[src/rtl/intf_array_arbiter_pkg.sv]
// Shared types and helpers for the round-robin burst-locked arbiter.
package intf_arb_pkg;

  typedef enum logic {
    IDLE = 1'b0,
    BUSY = 1'b1
  } state_e;

  localparam int TO_W  = 8;
  localparam int MAX_N = 16;

  typedef struct packed {
    logic [3:0] idx;
    logic       found;
  } rr_pick_t;

  // First set bit of e, searching ptr+1, ptr+2, ... modulo n.
  function automatic rr_pick_t rr_pick(input logic [MAX_N-1:0] e,
                                       input int ptr, input int n);
    rr_pick_t r;
    int j;
    r = '0;
    for (int k = n; k >= 1; k--) begin
      j = (ptr + k) % n;
      if (e[j[3:0]]) begin
        r.idx   = j[3:0];
        r.found = 1'b1;
      end
    end
    return r;
  endfunction

endpackage

[src/rtl/intf_array_arbiter_if.sv]
// Requester/sink bus of the arbiter: N source slots in, one sink out.
// Handshake: a beat moves on a rising edge where valid and ready are both 1;
// valid never waits on ready, and ready may depend combinationally on valid.
interface intf_array_arbiter_if #(
  parameter int N      = 6,
  parameter int DATA_W = 8,
  parameter int IDX_W  = $clog2(N)
);
  logic [N-1:0]        req_valid;
  logic [N*DATA_W-1:0] req_data;
  logic [N-1:0]        req_last;
  logic [N-1:0]        req_ready;
  logic                out_valid;
  logic [DATA_W-1:0]   out_data;
  logic                out_last;
  logic [IDX_W-1:0]    out_src;
  logic                out_ready;

  modport slave (
    input  req_valid, req_data, req_last, out_ready,
    output req_ready, out_valid, out_data, out_last, out_src
  );

  modport master (
    output req_valid, req_data, req_last, out_ready,
    input  req_ready, out_valid, out_data, out_last, out_src
  );
endinterface

[src/rtl/intf_array_arbiter_rr_pick_n.sv]
// Rotating priority encoder: first set bit of e after position ptr, wrapping.
module rr_pick_n #(
  parameter int N     = 6,
  parameter int IDX_W = $clog2(N)
) (
  input  logic [N-1:0]     e,
  input  logic [IDX_W-1:0] ptr,
  output logic [IDX_W-1:0] idx,
  output logic             found
);

  always_comb begin : pick
    int j;
    j     = 0;
    idx   = '0;
    found = 1'b0;
    // Walk from farthest to nearest so the nearest hit is written last.
    for (int k = N; k >= 1; k--) begin
      j = int'(ptr) + k;
      if (j >= N) j = j - N;
      if (e[j[IDX_W-1:0]]) begin
        idx   = j[IDX_W-1:0];
        found = 1'b1;
      end
    end
  end

endmodule

[src/rtl/intf_array_arbiter.sv]
// Round-robin, burst-locked arbiter with enable mask and idle watchdog.
module intf_array_arbiter
  import intf_arb_pkg::*;
#(
  parameter int N       = 6,
  parameter int DATA_W  = 8,
  parameter int IDX_W   = $clog2(N),
  parameter int TIMEOUT = 15
) (
  input  logic                  clk,
  input  logic                  rst_n,
  intf_array_arbiter_if.slave   bus,
  input  logic                  cfg_we,
  input  logic [N-1:0]          cfg_mask,
  output logic                  busy,
  output logic                  timeout_err,
  output state_e                state_dbg
);

  state_e            state, state_n;
  logic [IDX_W-1:0]  grant_idx, grant_n;
  logic [IDX_W-1:0]  rr_ptr, rr_n;
  logic [N-1:0]      mask;
  logic [TO_W-1:0]   idle_cnt, cnt_n;

  logic [N-1:0]      elig;
  logic [IDX_W-1:0]  pick_idx;
  logic              pick_found;
  logic              in_busy, g_valid, g_last, last_xfer;
  logic [DATA_W-1:0] g_data;

  assign elig    = bus.req_valid & mask;
  assign in_busy = (state == BUSY);
  assign g_valid = bus.req_valid[grant_idx];
  assign g_last  = bus.req_last[grant_idx];
  assign g_data  = bus.req_data[int'(grant_idx)*DATA_W +: DATA_W];

  rr_pick_n #(.N(N), .IDX_W(IDX_W)) u_pick (
    .e     (elig),
    .ptr   (rr_ptr),
    .idx   (pick_idx),
    .found (pick_found)
  );

  // Forwarding is combinational from the held grant so the sink sees slot beats directly.
  always_comb begin
    bus.req_ready = '0;
    if (in_busy) bus.req_ready[grant_idx] = bus.out_ready;
    bus.out_valid = in_busy & g_valid;
    bus.out_data  = in_busy ? g_data : '0;
    bus.out_last  = in_busy & g_last;
    bus.out_src   = grant_idx;
    busy          = in_busy;
    state_dbg     = state;
    timeout_err   = in_busy & ~g_valid & (idle_cnt == TO_W'(TIMEOUT - 1));
    last_xfer     = in_busy & g_valid & bus.out_ready & g_last;
  end

  always_comb begin
    state_n = state;
    grant_n = grant_idx;
    rr_n    = rr_ptr;
    cnt_n   = idle_cnt;
    unique case (state)
      IDLE: begin
        if (pick_found) begin
          grant_n = pick_idx;
          state_n = BUSY;
          cnt_n   = '0;
        end
      end
      BUSY: begin
        if (last_xfer || timeout_err) begin
          state_n = IDLE;
          rr_n    = grant_idx;
          cnt_n   = '0;
        end else if (!g_valid) begin
          cnt_n = idle_cnt + 1'b1;
        end else begin
          cnt_n = '0;
        end
      end
      default: state_n = IDLE;
    endcase
  end

  always_ff @(posedge clk or negedge rst_n) begin
    if (!rst_n) begin
      state     <= IDLE;
      grant_idx <= '0;
      rr_ptr    <= IDX_W'(N - 1);
      idle_cnt  <= '0;
    end else begin
      state     <= state_n;
      grant_idx <= grant_n;
      rr_ptr    <= rr_n;
      idle_cnt  <= cnt_n;
    end
  end

  // Mask only steers future arbitration; the live grant is never touched.
  always_ff @(posedge clk or negedge rst_n) begin
    if (!rst_n)      mask <= '1;
    else if (cfg_we) mask <= cfg_mask;
  end

endmodule

[src/flat_wrapper.sv]
// flat-port wrapper written by rule: the top's interface ports become plain ports
module intf_array_arbiter_flat import intf_arb_pkg::*;
#(
  parameter int N       = 6,
  parameter int DATA_W  = 8,
  parameter int IDX_W   = $clog2(N),
  parameter int TIMEOUT = 15
)
  (clk, rst_n, cfg_we, cfg_mask, busy, timeout_err, state_dbg, bus_req_valid, bus_req_data, bus_req_last, bus_out_ready, bus_req_ready, bus_out_valid, bus_out_data, bus_out_last, bus_out_src);
  intf_array_arbiter_if #(.N(N), .DATA_W(DATA_W), .IDX_W(IDX_W)) bus_i ();
  input  logic clk;
  input  logic rst_n;
  input  logic cfg_we;
  input  logic [N-1:0] cfg_mask;
  output logic busy;
  output logic timeout_err;
  output state_e state_dbg;
  input wire logic [$bits(bus_i.req_valid)-1:0] bus_req_valid;
  input wire logic [$bits(bus_i.req_data)-1:0] bus_req_data;
  input wire logic [$bits(bus_i.req_last)-1:0] bus_req_last;
  input wire logic [$bits(bus_i.out_ready)-1:0] bus_out_ready;
  output wire logic [$bits(bus_i.req_ready)-1:0] bus_req_ready;
  output wire logic [$bits(bus_i.out_valid)-1:0] bus_out_valid;
  output wire logic [$bits(bus_i.out_data)-1:0] bus_out_data;
  output wire logic [$bits(bus_i.out_last)-1:0] bus_out_last;
  output wire logic [$bits(bus_i.out_src)-1:0] bus_out_src;
  assign bus_i.req_valid = bus_req_valid;
  assign bus_i.req_data = bus_req_data;
  assign bus_i.req_last = bus_req_last;
  assign bus_i.out_ready = bus_out_ready;
  assign bus_req_ready = bus_i.req_ready;
  assign bus_out_valid = bus_i.out_valid;
  assign bus_out_data = bus_i.out_data;
  assign bus_out_last = bus_i.out_last;
  assign bus_out_src = bus_i.out_src;
  intf_array_arbiter #(.N(N), .DATA_W(DATA_W), .IDX_W(IDX_W), .TIMEOUT(TIMEOUT)) u_core (.clk(clk), .rst_n(rst_n), .bus(bus_i), .cfg_we(cfg_we), .cfg_mask(cfg_mask), .busy(busy), .timeout_err(timeout_err), .state_dbg(state_dbg));
endmodule
[config.mk]
export PLATFORM = sky130hd
export DESIGN_NAME = intf_array_arbiter_flat
export DESIGN_NICKNAME = d
export VERILOG_FILES = /design/src/rtl/intf_array_arbiter_pkg.sv /design/src/rtl/intf_array_arbiter_if.sv /design/src/rtl/intf_array_arbiter_rr_pick_n.sv /design/src/rtl/intf_array_arbiter.sv /design/src/flat_wrapper.sv
export SDC_FILE = /design/constraint.sdc
export NUM_CORES = 1
export LEC_CHECK = 0
export ABC_AREA = 0
export CORE_MARGIN = 2
export CORE_UTILIZATION = 50
export CTS_BUF_LIST = sky130_fd_sc_hd__clkbuf_8
export DETAILED_ROUTE_END_ITERATION = 7
export PLACE_DENSITY = 0.88
export SYNTH_ARGS = -nofsm -noshare
export SYNTH_HDL_FRONTEND = slang
export SYNTH_SLANG_ARGS = --single-unit
export TNS_END_PERCENT = 30
[constraint.sdc]
create_clock -name clk -period 5.11 [get_ports clk]
set_clock_uncertainty 0.2 [all_clocks]
set_input_delay 0.511 -clock clk [delete_from_list [all_inputs] [get_ports clk]]
set_output_delay 0.511 -clock clk [all_outputs]
set_load 0.01 [all_outputs]
=== Word-level counts from Yosys, hierarchy flattened ===
Index checks and enable logic that the tools add are counted.

* Add/subtract/negate cells: 13
* Magnitude comparators: 14
* Equal/unequal tests: 2
* Shift-type cells: 1
* Mux-type cells: 45
* Bitwise operators: 10
* Reductions and logical operators: 4

{| class="wikitable"
|+ Operators by type and width
! kind !! number
|-
| $shiftx 48x7->8 || 1
|-
| $mux 3 || 12
|-
| $mux 8 || 4
|-
| $lt 3x4->1 const B || 7
|-
| $bmux 1 s3 || 8
|-
| $ge 4x3->1 const B || 6
|-
| $sub 3x3->3 const B || 6
|-
| $mux 1 || 17
|-
| $pmux 8 s2 || 1
|-
| $add 3x3->4 const B || 3
|-
| $and 6x6->6 || 2
|-
| $add 3x2->4 const B || 2
|-
| $add 8x1->8 const B || 1
|-
| $eq 8x4->1 const B || 1
|-
| $and 1x1->1 || 6
|-
| $mux 6 || 1
|-
| $add 3x1->4 const B || 1
|-
| $reduce_and 2->1 || 2
|-
| $demux 1 s3 || 1
|-
| $ge 3x1->1 const B || 1
|-
| $ne 2x1->1 const B || 1
|-
| $not 1->1 || 2
|-
| $pmux 1 s2 || 1
|-
| $logic_and 1x1->1 || 1
|-
| $logic_or 1x1->1 || 1
|}

* Register bits after elaboration: 21
* Output and inout bits: 22

=== Logic depth before layout (Yosys ltp) ===
* Depth after elaboration: 13
* Mapped depth: 10

=== By module ===
Synthesis repeated with hierarchy kept, for this count alone.

* Cell total of the unflattened synthesis: 299
* Area, all modules: 2,632.5 sq um

{| class="wikitable"
|+ By module, submodules not included
! module !! times used !! cells an instance !! area an instance (sq um)
|-
| intf_array_arbiter || 1 || 181 || 1,680.4
|-
| rr_pick_n || 1 || 118 || 952.2
|}

=== Worst setup path after synthesis ===
OpenSTA, ideal clock, no wires.

* Path type: flip-flop to flip-flop
* Start: register u_core.rr_ptr[0]
* End: register u_core.state (netlist: u_core.busy)
* Arrival: 2,571 ps
* Setup slack: 2,220 ps
* Stages on the path, launching flop included: 10
* Buffers on the path: 1
* Clock period less this slack: 2,890 ps
* Cell sequence: dfstp_2 inv_1 ha_1 clkbuf_1 a2111oi_0 a211oi_2 nand4_2 nor4_4 nand2_2 and2_1

* Longest elaborated chain between the ends: 13

{| class="wikitable"
|+ Ends and longest elaborated chain
! element !! line !! text
|-
| from (decl) || intf_array_arbiter.sv:22 || <nowiki>logic [IDX_W-1:0] rr_ptr, rr_n;</nowiki>
|-
| from (signal assigned) || intf_array_arbiter.sv:91 || <nowiki>rr_ptr <= IDX_W'(N - 1);</nowiki>
|-
| from (signal assigned) || intf_array_arbiter.sv:96 || <nowiki>rr_ptr <= rr_n;</nowiki>
|-
| $add 3x3->4 || intf_array_arbiter_rr_pick_n.sv:19 || <nowiki>j = int'(ptr) + k;</nowiki>
|-
| $ge 4x3->1 / $sub 3x3->3 (equally long branches) || intf_array_arbiter_rr_pick_n.sv:20 || <nowiki>if (j >= N) j = j - N;</nowiki>
|-
| $mux 3 || intf_array_arbiter_rr_pick_n.sv:20 ||
|-
| $bmux 1 s3 || intf_array_arbiter_rr_pick_n.sv:21 || <nowiki>if (e[j[IDX_W-1:0]]) begin</nowiki>
|-
| $mux 1 (not written as such) || intf_array_arbiter_rr_pick_n.sv:21 ||
|-
| $mux 1 (5 in series) || intf_array_arbiter_rr_pick_n.sv:21 ||
|-
| $mux 1 * || intf_array_arbiter_rr_pick_n.sv:21 ||
|-
| $mux 1 * || intf_array_arbiter.sv:66 || <nowiki>if (pick_found) begin</nowiki>
|-
| $pmux 1 s2 * || intf_array_arbiter.sv:64 || <nowiki>unique case (state)</nowiki>
|-
| via u_core.state_n || intf_array_arbiter.sv:20 || <nowiki>state_e state, state_n;</nowiki>
|-
| to (signal assigned) || intf_array_arbiter.sv:94 || <nowiki>state <= state_n;</nowiki>
|-
| to (decl) || intf_array_arbiter.sv:20 ||
|}

Mark *: on every way through the listed nets, which the timed path passes. The rest lies on a longest branch. The select of a mux whose other input is x is not followed.
A chain may end at the register's enable or synchronous reset.

=== Worst setup path after layout ===
* Start: register u_core.grant_idx[1] (netlist: u_core.bus.out_src[1])
* End: output port bus_out_data[5]

* Longest elaborated chain between the ends: 2

{| class="wikitable"
|+ Ends and longest elaborated chain
! element !! line !! text
|-
| from (decl) || intf_array_arbiter.sv:21 || <nowiki>logic [IDX_W-1:0] grant_idx, grant_n;</nowiki>
|-
| from (signal assigned) || intf_array_arbiter.sv:95 || <nowiki>grant_idx <= grant_n;</nowiki>
|-
| $shiftx 48x7->8 || intf_array_arbiter.sv:36 || <nowiki>assign g_data = bus.req_data[int'(grant_idx)*DATA_W +: DATA_W];</nowiki>
|-
| $mux 8 || intf_array_arbiter.sv:50 || <nowiki>bus.out_data = in_busy ? g_data : '0;</nowiki>
|-
| to (decl) || flat_wrapper.sv:24 || <nowiki>output wire logic [$bits(bus_i.out_data)-1:0] bus_out_data;</nowiki>
|}

Every way passes these cells.

==> results.tsv <==
metric	value	unit
status	completed	
power_per_cell_area	501	mW/mm^2
place_congestion	1.00	
fin_crit	3.76	ns
synthCells	311	
tightest_slew	1.07	ns
fin_cells	455	
fill_cells	387	
ys.flop_type	dfrtp_1	
post-place-ws	1.62	ns
portBuffers	91	
drv_cap	0	
worstSetupEndpointType	output port	
synth-adder-area-share	6.41	%
die-area	0.00566	sq mm
core.rowCount	25	
clkTransAtPathRegs	0.08	ns
wirelength	7.83	mm
wl_per_cell	17.2	um
finalCritPeriodShare	73.7	%
cpMaxStageDelayCell	dfrtp_1	
synth_nets	394	
netlist.top_cell.by_area	dfrtp_1	
initial_core_util	52.7	%
leakagePower	0.00135	uW
cts_buffer_depth	2	
grt.total_usage	27.8	%
die_h	75.3	um
core	0.00482	sq mm
antenna_found_initial	0	
syn_area	0.00254	sq mm
yosysWarnings	0	
slew_headroom	28.4	%
drive_above_1_share	10.8	%
max_freq	266	MHz
dpl.cell_count	451	
holdBufCountCts	0	
clock-sinks	21	
cts_resized	0	
post-route-util	72.7	%
cts_buffers	3	
postRouteAntennaNets	0	
rsz0062_at_grt	no	
cts_tree	done	
worst_hold_path_type	reg -> reg	
synth.most_common_cell	nor2_1	
post-dp-hpwl	6.30	mm
critPathMaxFanout	33	
setup_viol	0	
vias	2729	
hold_viol	0	
drt-initial-drc-count	226	
synthDistinctLibCells	58	
synth_top_area_share	12.8	%
grt_pass1_wl	12.3	mm
area_growth	37.9	%
cts.htree.levels	1	
yosysSeqAreaShare	21.1	%
clock_latency	0.26	ns
synthTopCellsByArea	dfrtp_1 (13%), dfstp_2 (8.3%), mux2i_1 (7.1%), mux2_2 (6.7%), ha_1 (6.4%)	
setup_tns	0	ns
grt_pass1_vias	2537	
synthTopCellsByCount	nor2_1 (30), nand3_1 (25), nand2_1 (21)	
fin_area	0.00350	sq mm
synth-seq-cells	21	
vdd_ir_drop_max	0.323	mV
crit_type	reg -> out	
avgSynthCellArea	8.16	sq um
drtPass1Iterations	4	
drv_slew	0	
grt_remaining_overflow	0	
crit_arrival	3.05	ns
synthMuxAreaShare	17.4	%
startpoint_type	flop	
synth-compound-area-share	22.6	%
drc	0	
dpl_cell_area	0.00345	sq mm
grt_max_degree	34	
die_w	75.3	um
crit_path_cell_trace	nor2b_1 -> a21oi_1 -> a211oi_1 -> clkdlybuf4s50_1	
ios	92	
cts_setup_buffers	0	
synth-xor-area-share	2.07	%
final_nets	472	
via_per_inst	6.00	
required	4.40	ns
async_flop_share	100	%
fin_ws	1.35	ns
root_buffer	clkbuf_8	
antennaDiodeCount	0	
slowest_delay	1.02	ns
synthSimpleGateAreaFrac	25.9	%
synth_edf_count	0	
synth_top_family_by_area	simple AND/OR/NAND/NOR gates	
## state kept, by name, summed over array words and instances (netlist names)
signal,count
u_core.rr_ptr,3
u_core.mask,6
u_core.idle_cnt,8
u_core.busy,1
u_core.bus.out_src,3
## where the power goes
part / switching [uW] / internal (uW) / total [uW]
Sequential: 144 / 210 / 354
Clock: 56.7 / 55.1 / 112
Combinational: 673 / 617 / 1290
## per-layer routing
| metal | up-vias | GRT usage (%) | wire (um) |
|---|---|---|---|
| met3 | 12 | 4.15 | 394 |
| met2 | 87 | 45.6 | 3900 |
| met4 | 0 | 6.04 | 124 |
| met1 | 1314 | 38.9 | 3410 |
| met5 | - | 0 | 0 |
| li1 | 1316 | - | - |
## metrics by stage
stage / hold slack [ns] / total power (uW)
after floorplan: 0.0154 / 1230
after global placement: 0.318 / 1600
after detailed placement: 0.347 / 1630
after CTS: 0.358 / 1740
after global routing: 0.395 / 1900
final: 0.371 / 1760
## kinds of logic (layout without fill, tap and decap cells)
group	after synthesis	count (layout)
compound gates	83	83
xor+xnor	6	6
fa+ha+maj	13	13
buf+inv	26	103
flops	21	21
mux	37	37
simple gates	125	125
## critical path: cells and delay by family, from the launching register on
kind / cells / cell delay (ns)
buffers and inverters: 1 / 0.60
and+or+nand+nor: 1 / 0.68
DFF: 1 / 1.02
AOI/OAI and AO/OA: 2 / 0.49
## cell type report
| type | instances | area [sq um] | area share, % |
|---|---|---|---|
| flip-flops and latches | 21 | 536 | 15.3 |
| clock buffers | 3 | 41.3 | 1.18 |
| well taps | 67 | 83.8 | 2.39 |
| repair buffers | 92 | 918 | 26.2 |
| multi-input cells | 264 | 1890 | 53.9 |
| inverters | 7 | 26.3 | 0.750 |
| clock inverters | 1 | 7.51 | 0.214 |
## path summary, 6_finish.rpt
kind | startpoint | end | slack [ns] | cells after the start
hold reg to reg | u_core.idle_cnt[5] | u_core.idle_cnt[5] | 0.37 | 1
setup reg to reg | u_core.rr_ptr[0] | u_core.busy | 1.62 | 9
hold / removal | u_core.idle_cnt[5] | u_core.idle_cnt[5] | 0.37 | 1
setup / recovery | u_core.bus.out_src[1] | bus_out_data[5] | 1.35 | 4
max in group asynchronous | rst_n | u_core.bus.out_src[0] | 3.63 | 1
min in group asynchronous | rst_n | u_core.idle_cnt[4] | 0.54 | 1
## cell usage in the layout, fill, tap and decap left out, types with 7 or more instances in the layout
cell type and n:
a211oi_1 15, a21oi_1 20, and2_1 8, clkdlybuf4s50_1 91, dfrtp_1 13, dfstp_2 8, ha_1 13, inv_1 7
mux2_2 15, mux2i_1 18, nand2_1 21, nand3_1 25, nor2_1 30, o21ai_0 11
Note: power is estimated with default switching activity, not from simulation.
